[config.mk]
export PLATFORM = sky130hd
export DESIGN_NAME = mem_port_arbiter
export DESIGN_NICKNAME = d
export VERILOG_FILES = /design/src/rtl/mem_port_arbiter.sv
export SDC_FILE = /design/constraint.sdc
export NUM_CORES = 1
export LEC_CHECK = 0
export ABC_AREA = 1
export CAP_MARGIN = 20
export CORE_MARGIN = 1.5
export CORE_UTILIZATION = 43
export CTS_CLUSTER_SIZE = 40
export DETAILED_ROUTE_END_ITERATION = 8
export GPL_ROUTABILITY_DRIVEN = 0
export GPL_TIMING_DRIVEN = 0
export PLACE_DENSITY = 0.81
export SYNTH_ARGS = -nofsm -noshare
export SYNTH_HDL_FRONTEND = slang
export SYNTH_SLANG_ARGS = --single-unit
export TNS_END_PERCENT = 50
[constraint.sdc]
create_clock -name clk -period 1.83 [get_ports clk]
set_input_delay 0.366 -clock clk [delete_from_list [all_inputs] [get_ports clk]]
set_output_delay 0.366 -clock clk [all_outputs]
set_load 0.005 [all_outputs]
[src/rtl/mem_port_arbiter.sv]
// mem_port_arbiter
// Shares one memory port between the instruction-fetch requester and the
// load/store requester. Conflicts are resolved round-robin. One memory
// transaction is in flight at a time, and it is sequenced by a small FSM.
//
// Ports
//   clk, n_rst                  clock; synchronous active-low reset
//   fetch_req_valid/_ready      fetch read request handshake
//   fetch_addr                  fetch byte address
//   fetch_resp_valid/_data      one-cycle response pulse and its held data
//   data_req_valid/_ready       load/store request handshake
//   data_we, data_addr,
//   data_wdata                  store flag, byte address, store data
//   data_resp_valid/_data       one-cycle response pulse; data is 0 for stores
//   mem_req, mem_we, mem_addr,
//   mem_wdata                   memory strobe and command (all zero when idle)
//   mem_rdata                   memory read data, valid READ_LATENCY cycles after mem_req
module mem_port_arbiter #(
   parameter int XLEN         = 32,
   parameter int READ_LATENCY = 1
) (
   input  logic            clk,
   input  logic            n_rst,
   input  logic            fetch_req_valid,
   output logic            fetch_req_ready,
   input  logic [XLEN-1:0] fetch_addr,
   output logic            fetch_resp_valid,
   output logic [XLEN-1:0] fetch_resp_data,
   input  logic            data_req_valid,
   output logic            data_req_ready,
   input  logic            data_we,
   input  logic [XLEN-1:0] data_addr,
   input  logic [XLEN-1:0] data_wdata,
   output logic            data_resp_valid,
   output logic [XLEN-1:0] data_resp_data,
   output logic            mem_req,
   output logic            mem_we,
   output logic [XLEN-1:0] mem_addr,
   output logic [XLEN-1:0] mem_wdata,
   input  logic [XLEN-1:0] mem_rdata
);

   localparam logic [3:0] RL = 4'(READ_LATENCY);

   typedef enum logic [1:0] {IDLE, ISSUE, WAIT, RESP} state_t;

   state_t          state, state_nxt;
   logic [3:0]      cnt, cnt_nxt;
   logic            last_grant;   // 0 = fetch, 1 = data
   logic            owner;        // 0 = fetch, 1 = data
   logic            we_r;
   logic [XLEN-1:0] addr_r;
   logic [XLEN-1:0] wdata_r;
   logic [XLEN-1:0] fetch_rdata_r;
   logic [XLEN-1:0] data_rdata_r;
   logic            arb_state;
   logic            grant_fetch;
   logic            grant_data;

   // Ready is masked during reset so that no handshake completes which the
   // reset would then silently drop.
   always_comb begin
      arb_state   = (state == IDLE) || (state == RESP);
      grant_fetch = n_rst && arb_state && fetch_req_valid &&
                    (!data_req_valid || last_grant);
      grant_data  = n_rst && arb_state && data_req_valid &&
                    (!fetch_req_valid || !last_grant);
   end

   always_comb begin
      state_nxt = state;
      cnt_nxt   = cnt;
      case (state)
         IDLE, RESP: begin
            if (grant_fetch || grant_data) state_nxt = ISSUE;
            else                           state_nxt = IDLE;
         end
         ISSUE: begin
            if (we_r) begin
               state_nxt = RESP;
            end else begin
               state_nxt = WAIT;
               cnt_nxt   = 4'd1;
            end
         end
         WAIT: begin
            if (cnt == RL) state_nxt = RESP;
            else           cnt_nxt   = cnt + 4'd1;
         end
         default: state_nxt = IDLE;
      endcase
   end

   always_ff @(posedge clk) begin
      if (!n_rst) begin
         state         <= IDLE;
         cnt           <= '0;
         last_grant    <= 1'b0;
         owner         <= 1'b0;
         we_r          <= 1'b0;
         addr_r        <= '0;
         wdata_r       <= '0;
         fetch_rdata_r <= '0;
         data_rdata_r  <= '0;
      end else begin
         state <= state_nxt;
         cnt   <= cnt_nxt;
         if (grant_fetch || grant_data) begin
            owner      <= grant_data;
            last_grant <= grant_data;
            we_r       <= grant_data & data_we;
            addr_r     <= grant_data ? data_addr  : fetch_addr;
            wdata_r    <= grant_data ? data_wdata : '0;
         end
         // Only the data requester can issue a write, so a store clears its
         // response register.
         if (state == ISSUE && we_r) data_rdata_r <= '0;
         if (state == WAIT && cnt == RL) begin
            if (owner) data_rdata_r  <= mem_rdata;
            else       fetch_rdata_r <= mem_rdata;
         end
      end
   end

   assign fetch_req_ready  = grant_fetch;
   assign data_req_ready   = grant_data;
   assign mem_req          = (state == ISSUE);
   assign mem_we           = mem_req & we_r;
   assign mem_addr         = mem_req ? addr_r  : '0;
   assign mem_wdata        = mem_req ? wdata_r : '0;
   assign fetch_resp_valid = (state == RESP) && !owner;
   assign data_resp_valid  = (state == RESP) && owner;
   assign fetch_resp_data  = fetch_rdata_r;
   assign data_resp_data   = data_rdata_r;

endmodule

==> metrics <==
number of buffers between clock root and the deepest sink=2; post-synthesis sequential area ratio=42.5%; internal power consumption=8290 uW; final number of setup-violating endpoints=65; Layout Area Growth over Synthesis=70.1%; power per unit of standard cell area=1140 mW/mm2; Critical Path Sink Type=output port; vertical die dimension=approximately 130 um; Multi-input gate area=roughly 0.0032 mm2; largest fanout of any net on the critical path=6; via-per-instance ratio=between 4 and 5; clock slew at reported path FFs=~0.060 ns; number of register bits inferred by synthesis=136; Critical Path Start Type=register; Tightest Hold Check Type=reg -> reg; cell at the slowest stage of the critical path=sky130_fd_sc_hd__dfxtp_4; reg-to-reg startpoint=state[1]; Slew Limit Headroom=between 60% and 70%; unrepaired setup endpoints after global routing=yes; post-layout utilization of the core=between 70% and 80%; CP Data Required Time=between 1 and 1.5 ns; reg2reg path depth=9; maximum capacitance violations=0; fin worst setup slack=-0.243 ns; placed instance count=1493; syn nets=approximately 1.2k; clock root cell=sky130_fd_sc_hd__clkbuf_16; sum of net half-perimeters after detailed placement=between 10000 and 15000 um; remaining design rule violation count=0; number of cells traversed by the worst hold path=2; commonest non-fill, non-tap cell in the layout=sky130_fd_sc_hd__nand2_1; library cells used by synthesis=22; wire length of the first global-routing pass=~35000 um; Mapped Cells=approximately 1.0k; detailed-route via count=7500; number of iterations in the first detailed-routing pass=4; Yosys warnings=0; Async S/R FF share, synth=0%; Storage cell area=around 0.0027 mm2; effective utilization at floorplan=44.1%; CTS Hold Buffers Added=0; r2r setup slk=approximately 0.010 ns; clock group share of total power=a little under a third; clock latency on the worst-skew pair=between 0.4 and 0.5 ns; total gr overflow=0; filler instances=1110; final wirelength=23500 um; critical path class=reg -> out; length of routed met3 wiring=roughly 1500 um; gr usage total=28.1%; switching fraction of total power=between 30% and 40%; EDFF count, synth=0; violations in the final reports=negative setup slack; longest individual stage delay on the worst path=0.36 ns; number of antenna diodes=0; ANT nets after route=0; TritonCTS clock tree=yes; transition time at the pin with the least slew margin=0.516 ns; status=finished with violations; P_sw=between 4000 and 5000 uW; post-synthesis instance area=around 0.0064 mm2; highest metal layer with signal wires=met4; mean instance size in the synthesized netlist=approximately 6.1 um2; maximum achievable frequency=slightly below 500 MHz; combinational cell fraction of total power=between 30% and 40%; TritonCTS sink count=between 100 and 150; top library cells by usage in the layout, fill and taps aside=sky130_fd_sc_hd__nand2_1, sky130_fd_sc_hd__nor2_1, sky130_fd_sc_hd__clkdlybuf4s50_1; worst-case vdd ir drop=between 0.8 and 0.9 mV; Lkg Pwr=roughly 0.0058 uW; largest net degree at the start of global routing=17; Iteration-0 DRC Markers=423; portion of total power attributed to sequential cells=30.7%; Final Critical Period=2.07 ns; data arrival time at the worst-slack endpoint=1.71 ns; terminating pin of the worst hold path=wdata_r[7]; core box area=around 0.015 mm2; M1 WL=roughly 9400 um; final setup skew=~0.0058 ns; floorplan die area=roughly 0.016 mm2; Final Max Tran Viols=0; Inserted Clock Buffers=17; post-route non-filler standard cell count=1571; portion of the clock cycle consumed by the worst path in the final layout=113%; most instantiated flip-flop cell in the synthesis netlist=sky130_fd_sc_hd__dfxtp_1; fraction of final layout cells with drive strength greater than 1=22.6%; ordered list of cells on the worst path=inv_2 -> ha_4 -> buf_6 -> buf_8 -> buf_8 -> buf_6 -> nand2_2 -> inv_1 -> buf_2; routed wire length per instance=about 15 um; Die Wd=about 130 um; boundary pin count=approximately 270; input/output buffers=around 270; reg-to-reg endpoint=wdata_r[29]; met2 routed wirelength=11900 um; final hold violations=0; Worst Min Path Start=wdata_r[7]; standard-cell rows=44; CTS H-Tree Depth=4; final-stage net count=between 1.5k and 2k; initial antenna violation count=0; via count of the first global-routing pass=~6.9k
## what timing repair did
item,CTS,global route
gates resized for setup,401,154
cloned,3,1
setup endpoints to repair,102,192
setup buffers,32,15
pin swaps,36,21
## worst max-delay path, delay by kind of cell, from the launching register on
kind	cells	cell delay, ns
fa+ha+maj	1	0.17
simple gates	1	0.05
buf+inv	7	0.71
flops	1	0.36
## synthesized netlist by cell type (3+ instances only)
| library cell | instances | share of area [%] |
|---|---|---|
| sky130_fd_sc_hd__dfxtp_1 | 136 | 42 |
| sky130_fd_sc_hd__buf_6 | 3 | 0.53 |
| sky130_fd_sc_hd__inv_1 | 159 | 9.3 |
| sky130_fd_sc_hd__nand2_1 | 329 | 19 |
| sky130_fd_sc_hd__buf_2 | 14 | 1.1 |
| sky130_fd_sc_hd__nand3_1 | 39 | 3.0 |
| sky130_fd_sc_hd__nor2_1 | 221 | 13 |
| sky130_fd_sc_hd__o21ai_1 | 4 | 0.31 |
| sky130_fd_sc_hd__o21ai_0 | 44 | 3.4 |
| sky130_fd_sc_hd__buf_1 | 7 | 0.41 |
| sky130_fd_sc_hd__ha_1 | 5 | 0.98 |
| sky130_fd_sc_hd__clkbuf_1 | 34 | 2.0 |
| sky130_fd_sc_hd__a21oi_1 | 36 | 2.8 |
## per-stage QoR
step | TNS, ns | hold WS [ns] | cell area (um2) | power [uW] | setup slack, ns
after detailed placement | -67.96 | 0.452 | 9300 | 6760 | -0.820
after global placement | -63.71 | 0.448 | 9300 | 6700 | -0.806
after CTS | -14.64 | 0.464 | 10400 | 11600 | -0.319
after floorplan | 0 | 0.440 | 6410 | 5420 | 0.203
after global routing | -10.63 | 0.484 | 10900 | 13000 | -0.275
final | -8.36 | 0.478 | 10900 | 12400 | -0.243
## state kept, by name, summed over array words and instances (netlist names)
name,count
data_resp_data,32
owner,1
fetch_resp_data,32
cnt,4
state,2
wdata_r,32
addr_r,32
we_r,1
## area by class of cell
| type | instances | share of cell area [%] |
|---|---|---|
| multi-input combinational | 687 | 29.7 |
| timing repair buffer | 313 | 27.9 |
| sequential | 136 | 25.0 |
| inverter | 161 | 5.57 |
| clock buffer | 22 | 4.53 |
| buffer | 58 | 3.66 |
| tap | 184 | 2.11 |
| clock inverter | 10 | 1.49 |
## routing by layer
metal / track usage, % / up-vias
met3: 6.42 / 44
li1: - / 3745
met1: 33.3 / 3429
met4: 10.4 / 0
met5: 0 / -
met2: 49.5 / 282
## power groups by stage
stage	sequential [uW]	clock, uW	combinational, uW
detailed placement	3720	0	3040
floorplan	3680	0	1740
global route	3850	3970	5170
CTS	3710	3810	4110
global placement	3710	0	2990
finish	3800	3800	4780
## worst max-delay path by stage
stage                    startpoint             end  slack (ns)
finish                     state[1]   mem_wdata[22]       -0.24
global route               state[1]   mem_wdata[22]       -0.27
CTS                        state[1]   mem_wdata[22]       -0.32
detailed placement  fetch_req_valid  data_req_ready       -0.82
global placement    fetch_req_valid  data_req_ready       -0.81
floorplan                  state[0]    mem_addr[10]        0.20
## cell families after synthesis
| group | after synthesis | share of synthesized area, % |
|---|---|---|
| simple gates | 596 | 36.1 |
| flops | 136 | 42.5 |
| buf+inv | 220 | 13.6 |
| fa+ha+maj | 5 | 0.976 |
| compound gates | 86 | 6.83 |
Power figures use the tool's default switching activity.
